==> config.mk <==
export PLATFORM = sky130hd
export DESIGN_NAME = csr_file_flat
export DESIGN_NICKNAME = d
export VERILOG_FILES = /design/src/rtl/csr_pkg.sv /design/src/rtl/csr_if.sv /design/src/rtl/csr_cycle_counter.sv /design/src/rtl/csr_file.sv /design/src/flat_wrapper.sv
export SDC_FILE = /design/constraint.sdc
export NUM_CORES = 1
export LEC_CHECK = 0
export CAP_MARGIN = 30
export CORE_UTILIZATION = 60
export CTS_CLUSTER_SIZE = 25
export DETAILED_ROUTE_END_ITERATION = 10
export GPL_ROUTABILITY_DRIVEN = 0
export PLACE_DENSITY = 0.88
export SLEW_MARGIN = 0
export SYNTH_ARGS = -nofsm -noshare
export SYNTH_HDL_FRONTEND = slang
export SYNTH_HIERARCHICAL = 1
export SYNTH_SLANG_ARGS = --single-unit
export TNS_END_PERCENT = 5
==> constraint.sdc <==
create_clock -name clk -period 7.9 [get_ports clk]
set_input_delay 1.58 -clock clk [delete_from_list [all_inputs] [get_ports clk]]
set_output_delay 1.58 -clock clk [all_outputs]
set_load 0.02 [all_outputs]
==> src/rtl/csr_pkg.sv <==
// Machine-mode CSR addresses, bit positions, write masks and the bus request/response
// structs shared by the CSR file, its cycle counter and the bus interface.
package csr_pkg;

  localparam logic [11:0] CSR_MSTATUS = 12'h300;
  localparam logic [11:0] CSR_MIE     = 12'h304;
  localparam logic [11:0] CSR_MTVEC   = 12'h305;
  localparam logic [11:0] CSR_MEPC    = 12'h341;
  localparam logic [11:0] CSR_MCAUSE  = 12'h342;
  localparam logic [11:0] CSR_MIP     = 12'h344;
  localparam logic [11:0] CSR_MCYCLE  = 12'hB00;
  localparam logic [11:0] CSR_MCYCLEH = 12'hB80;
  localparam logic [11:0] CSR_MHARTID = 12'hF14;

  localparam int MSTATUS_MIE  = 3;
  localparam int MSTATUS_MPIE = 7;
  localparam int MIE_MTIE     = 7;
  localparam int MIP_MTIP     = 7;

  localparam logic [31:0] MCAUSE_MTI   = 32'h8000_0007;
  localparam logic [31:0] MTI_VEC_OFF  = 32'd28;

  localparam logic [31:0] MSTATUS_WMASK = 32'h0000_0088;
  localparam logic [31:0] MIE_WMASK     = 32'h0000_0080;
  localparam logic [31:0] MTVEC_WMASK   = 32'hFFFF_FFFD;
  localparam logic [31:0] MEPC_WMASK    = 32'hFFFF_FFFC;
  localparam logic [31:0] MCAUSE_WMASK  = 32'hFFFF_FFFF;

  typedef struct packed {
    logic        csr_rd;
    logic        csr_wr;
    logic        is_mret;
    logic [11:0] csr_addr;
    logic [31:0] csr_wdata;
    logic [31:0] pc;
  } csr_req_t;

  typedef struct packed {
    logic [31:0] csr_rdata;
    logic        epc_taken;
    logic [31:0] epc;
  } csr_rsp_t;

endpackage

==> src/rtl/csr_if.sv <==
// Controller-to-CSR-file bus: request from decode/control, read data and redirect back.
interface csr_if;
  import csr_pkg::*;

  csr_req_t req;
  csr_rsp_t rsp;

  modport master (output req, input rsp);
  modport slave  (input req, output rsp);
endinterface

==> src/rtl/csr_cycle_counter.sv <==
// Free-running 64-bit cycle counter; each half can be loaded independently.
module csr_cycle_counter (
  input  logic        clk,
  input  logic        rst_n,
  input  logic        ld_lo,
  input  logic        ld_hi,
  input  logic [31:0] wdata,
  output logic [63:0] cnt
);

  logic [31:0] lo, hi;
  logic        carry;

  // Carry comes from the natural increment even when the low half is being loaded.
  assign carry = &lo;
  assign cnt   = {hi, lo};

  always_ff @(posedge clk or negedge rst_n) begin
    if (!rst_n) begin
      lo <= '0;
      hi <= '0;
    end else begin
      lo <= ld_lo ? wdata : lo + 32'd1;
      hi <= ld_hi ? wdata : hi + {31'd0, carry};
    end
  end

endmodule

==> src/rtl/csr_file.sv <==
// Machine-mode CSR file: combinational reads, CSRRW writes, timer-interrupt trap and MRET
// redirect, plus the 64-bit mcycle counter.
module csr_file
  import csr_pkg::*;
#(
  parameter logic [31:0] MTVEC_RST = 32'h0000_0000,
  parameter logic [31:0] HART_ID   = 32'h0000_0000
) (
  input  logic clk,
  input  logic rst_n,
  input  logic timer_irq,
  csr_if.slave bus
);

  logic [31:0] mstatus, mie, mip, mtvec, mepc, mcause;
  logic [31:0] rdata, trap_base;
  logic [63:0] mcycle;
  logic        irq, trap, wr, ld_lo, ld_hi;
  csr_rsp_t    rsp;

  assign irq   = mstatus[MSTATUS_MIE] & mie[MIE_MTIE] & mip[MIP_MTIP];
  // MRET outranks a pending interrupt; the trapped instruction does not retire its write.
  assign trap  = irq & ~bus.req.is_mret;
  assign wr    = bus.req.csr_wr & ~trap;
  assign ld_lo = wr && (bus.req.csr_addr == CSR_MCYCLE);
  assign ld_hi = wr && (bus.req.csr_addr == CSR_MCYCLEH);

  csr_cycle_counter u_cycle (
    .clk   (clk),
    .rst_n (rst_n),
    .ld_lo (ld_lo),
    .ld_hi (ld_hi),
    .wdata (bus.req.csr_wdata),
    .cnt   (mcycle)
  );

  always_comb begin
    rdata = '0;
    case (bus.req.csr_addr)
      CSR_MSTATUS: rdata = mstatus;
      CSR_MIE:     rdata = mie;
      CSR_MTVEC:   rdata = mtvec;
      CSR_MEPC:    rdata = mepc;
      CSR_MCAUSE:  rdata = mcause;
      CSR_MIP:     rdata = mip;
      CSR_MCYCLE:  rdata = mcycle[31:0];
      CSR_MCYCLEH: rdata = mcycle[63:32];
      CSR_MHARTID: rdata = HART_ID;
      default:     rdata = '0;
    endcase
  end

  assign trap_base = mtvec & MEPC_WMASK;

  always_comb begin
    rsp           = '0;
    rsp.csr_rdata = bus.req.csr_rd ? rdata : '0;
    if (bus.req.is_mret) begin
      rsp.epc_taken = 1'b1;
      rsp.epc       = mepc;
    end else if (trap) begin
      rsp.epc_taken = 1'b1;
      rsp.epc       = mtvec[0] ? trap_base + MTI_VEC_OFF : trap_base;
    end
  end

  assign bus.rsp = rsp;

  always_ff @(posedge clk or negedge rst_n) begin
    if (!rst_n) begin
      mstatus <= '0;
      mie     <= '0;
      mip     <= '0;
      mtvec   <= MTVEC_RST & MTVEC_WMASK;
      mepc    <= '0;
      mcause  <= '0;
    end else begin
      mip <= timer_irq ? (32'd1 << MIP_MTIP) : '0;
      if (trap) begin
        mepc                  <= bus.req.pc & MEPC_WMASK;
        mcause                <= MCAUSE_MTI;
        mstatus[MSTATUS_MPIE] <= mstatus[MSTATUS_MIE];
        mstatus[MSTATUS_MIE]  <= 1'b0;
      end else if (bus.req.is_mret) begin
        mstatus[MSTATUS_MIE]  <= mstatus[MSTATUS_MPIE];
        mstatus[MSTATUS_MPIE] <= 1'b1;
      end else if (wr) begin
        case (bus.req.csr_addr)
          CSR_MSTATUS: mstatus <= bus.req.csr_wdata & MSTATUS_WMASK;
          CSR_MIE:     mie     <= bus.req.csr_wdata & MIE_WMASK;
          CSR_MTVEC:   mtvec   <= bus.req.csr_wdata & MTVEC_WMASK;
          CSR_MEPC:    mepc    <= bus.req.csr_wdata & MEPC_WMASK;
          CSR_MCAUSE:  mcause  <= bus.req.csr_wdata & MCAUSE_WMASK;
          default: ;
        endcase
      end
    end
  end

endmodule

==> src/flat_wrapper.sv <==
// flat-port wrapper written by rule: the top's interface ports become plain ports
module csr_file_flat import csr_pkg::*;
#(
  parameter logic [31:0] MTVEC_RST = 32'h0000_0000,
  parameter logic [31:0] HART_ID   = 32'h0000_0000
)
  (clk, rst_n, timer_irq, bus_req, bus_rsp);
  csr_if bus_i ();
  input  logic clk;
  input  logic rst_n;
  input  logic timer_irq;
  input wire logic [$bits(bus_i.req)-1:0] bus_req;
  output wire logic [$bits(bus_i.rsp)-1:0] bus_rsp;
  assign bus_i.req = bus_req;
  assign bus_rsp = bus_i.rsp;
  csr_file #(.MTVEC_RST(MTVEC_RST), .HART_ID(HART_ID)) u_core (.clk(clk), .rst_n(rst_n), .timer_irq(timer_irq), .bus(bus_i));
endmodule
==> results.sh <==
export IMPL_clk_path_buf_depth=2
export IMPL_antenna_cells=0
export IMPL_nets=1338
export IMPL_avgViaCountPerCell=6.84
export IMPL_fin_util_pct=74.6
export IMPL_critPathLaunch="bus_req[64]"
export IMPL_regArea_um2=4030
export IMPL_slew_violations=0
export IMPL_finalWorstSetupSlack_ns=1.41
export IMPL_cp_end_kind="output pin"
export IMPL_place_area_um2=11800
export IMPL_rr_startpoint="u_core/u_cycle/lo[0]"
export IMPL_pwr_share_seq_pct=45.8
export IMPL_synth_top_cell_by_area="dfrtp_1"
export IMPL_yosysMostFrequentCell="nand2_1"
export IMPL_p_comb_share_pct=10.7
export IMPL_num_vias=10200
export IMPL_synth_top_cell_area_share_pct=38.9
export IMPL_crit_slowest_cell="and4_2"
export IMPL_p_sw_w=0.000516
export IMPL_drive_above_1_share_pct=11.8
export IMPL_status="completed"
export IMPL_synth_edff_count=0
export IMPL_dieHeight_um=133
export IMPL_cts_max_level=4
export IMPL_finalWirelength_mm=33.9
export IMPL_remaining_drc_errors=0
export IMPL_tritoncts="done"
export IMPL_p_sw_share_pct=26.6
export IMPL_max_slew_worst_pin_slew_ns=1.02
export IMPL_seq_area_frac_synth_pct=38.9
export IMPL_cts_root_buf="clkbuf_16"
export IMPL_dieArea_um2=17800
export IMPL_leakage_nw=4.47
export IMPL_core_um2=16700
export IMPL_drv_cap=0
export IMPL_grt_pass1_wl_mm=52.7
export IMPL_worstPathArrival_ns=4.91
export IMPL_rows=47
export IMPL_holdPathStages=2
export IMPL_cp_buffers_inverters=2
export IMPL_grt_setup_unrepaired="no"
export IMPL_cp_top_family="simple AND/OR/NAND/NOR gates"
export IMPL_fmax_mhz=154
export IMPL_syn2layout_area_growth_pct=20.1
export IMPL_yosys_warnings=6
export IMPL_slowest_delay_ns=0.81
export IMPL_ys_flop_type="dfrtp_1"
export IMPL_r2r_slack_ns=3.25
export IMPL_r2r_end="u_core/u_cycle/hi[17]"
export IMPL_die_w_um=133
export IMPL_port_buffers=142
export IMPL_hold_buffers=0
export IMPL_wl_per_cell_um=22.8
export IMPL_report_final_setup_viol=0
export IMPL_start_util_pct=62.1
export IMPL_pre_cts_slack_ns=1.50
export IMPL_multiInputGateArea_um2=5880
export IMPL_finalHoldViolCount=0
export IMPL_drt_iter0_markers=1333
export IMPL_crit_chain="clkdlybuf4s50_1 -> and2b_4 -> and4_2 -> o2bb2ai_1 -> a22oi_1 -> nor2_1 -> clkdlybuf4s50_1"
export IMPL_hpwl_mm=22.0
export IMPL_grt_start_max_net_pins=90
export IMPL_cts_sinks=161
export IMPL_pin_count=147
export IMPL_synthCells=1158
export IMPL_final_setup_skew_ns=0.00965
export IMPL_ir_drop_mv=0.163
export IMPL_worst_setup_path_type="primary input to output pin"
export IMPL_async_flop_share_pct=100
export IMPL_synthTopCellsByArea="dfrtp_1 (39%), nand2_1 (6.7%), a22oi_1 (4.3%)"
export IMPL_post_route_min_period_ns=6.49
export IMPL_cts_made_buffers=17
export IMPL_synthTopCellsByCount="nand2_1 (186), dfrtp_1 (161), nor2_1 (78), a22oi_1 (59), o21ai_0 (59)"
export IMPL_max_slew_margin_rel_pct=32.2
export IMPL_synthDistinctLibCells=71
export IMPL_synth_area_um2=10400
export IMPL_critPathMaxFanout=32
export IMPL_p_int_w=0.00142
export IMPL_insertion_delay_ns=0.44
export IMPL_crit_path_frequent_cell="clkdlybuf4s50_1"
export IMPL_drtAntennaViolNets=0
export IMPL_grt_pass1_vias=9734
export IMPL_avgSynthCellArea_um2=8.95
export IMPL_worstHoldStart="u_core/mcause[31]"
export IMPL_cts_resized=0
export IMPL_power_density_nw_per_um2=156
export IMPL_worst_setup_path_start_kind="primary input"
export IMPL_fillers=1189
export IMPL_gr_usage_all_layers_pct=38.7
export IMPL_hp_class="flip-flop to flip-flop"
export IMPL_synth_seq_cells=161
export IMPL_first_pass_iters=7
export IMPL_fin_area_um2=12500
export IMPL_p_clk_share_pct=43.5
export IMPL_p_total_w=0.00194
export IMPL_min_period_over_period_pct=82.1
export IMPL_r2r_cells=10
export IMPL_cts_setup_buffers=0
export IMPL_antenna_found_initial=0
export IMPL_cts_clk_slew_worst_paths_ns=0.06
export IMPL_required_ns=6.32
export IMPL_overflow=0
export IMPL_hold_path_end="u_core/mcause[31]"
export IMPL_final_setup_tns_ns=0
==> flip-flops by register name (all words and copies together), names as in the netlist <==
| register | count |
|---|---|
| u_core/u_cycle/hi | 32 |
| u_core/mcause | 32 |
| u_core/mtvec | 31 |
| u_core/mstatus | 2 |
| u_core/mepc | 30 |
| u_core/u_cycle/lo | 32 |
| u_core/mip | 1 |
| u_core/mie | 1 |
==> placed cells by master, fill, tap and decap left out, drive strengths merged, types with 15 or more instances in the layout <==
| cell type | n |
|---|---|
| xor2 | 28 |
| and3 | 16 |
| o21ai | 89 |
| nand4 | 29 |
| nand3 | 47 |
| buf | 20 |
| a22oi | 59 |
| clkdlybuf4s50 | 140 |
| mux2i | 35 |
| mux2 | 63 |
| clkbuf | 18 |
| o31ai | 25 |
| nor2 | 78 |
| xnor2 | 25 |
| dfrtp | 161 |
| inv | 19 |
| nand2 | 187 |
| nor3 | 15 |
| o2bb2ai | 29 |
| a31oi | 30 |
| or4 | 30 |
| a21oi | 31 |
==> stage by stage <==
step                      std cells  hold slack [ns]
after floorplan                1159            0.464
after global placement         1448            0.476
after detailed placement       1451            0.494
after CTS                      1483            0.510
after global routing           1485            0.544
final                          1485            0.511
==> power groups by stage <==
stage | clock (W) | sequential (W) | combinational, W
2_1_floorplan | 0 | 0.000890 | 0.0000918
3_3_place_gp | 0 | 0.000898 | 0.000195
3_5_place_dp | 0 | 0.000900 | 0.000201
4_1_cts | 0.000848 | 0.000885 | 0.000203
5_1_grt | 0.000877 | 0.000889 | 0.000219
6_report | 0.000843 | 0.000887 | 0.000207
==> worst reg2reg max path, stage by stage (launching register included) <==
cell and delay [ns]:
dfrtp_1 0.43, ha_1 0.23, nand3_1 0.58, nor4_1 0.64
nand3_1 0.14, nor2_1 0.14, ha_1 0.22, and4_1 0.30
nand4_1 0.76, or4_2 0.94, a31oi_1 0.20
==> logic make-up (layout without fill, tap and decap cells) <==
group | Yosys count | in the layout | share of synthesized area (%)
and+or+nand+nor | 451 | 451 | 22.1
AOI/OAI and AO/OA | 287 | 287 | 18.1
DFF | 161 | 161 | 38.9
buffers and inverters | 103 | 209 | 4.84
muxes | 98 | 98 | 11.1
xor gates and xnor gates | 53 | 53 | 4.48
adders and majority gates | 4 | 4 | 0.483
other | 1 | 2 | 0.0362
==> worst max path at each step <==
stage | end | depth (start not counted)
2_1_floorplan | bus_rsp[44] | 8
3_3_place_gp | bus_rsp[35] | 7
3_5_place_dp | bus_rsp[49] | 7
4_1_cts | bus_rsp[39] | 7
5_1_grt | bus_rsp[49] | 7
6_report | bus_rsp[64] | 7
==> metal layers <==
metal,share of wire [%],global-route usage (%)
met4,7.4,27.1
met5,0,0
met2,45,60.0
met1,37,48.4
met3,10,8.30
==> area by class of cell <==
cell class	instances	share of cell area, %
flip-flops and latches	161	32.4
multi-input cells	895	47.2
well taps	220	2.21
inverters	17	0.513
clock inverters	14	1.27
clock buffers	18	3.53
repair buffers	160	12.9
Note: power is estimated with default switching activity, not from simulation.
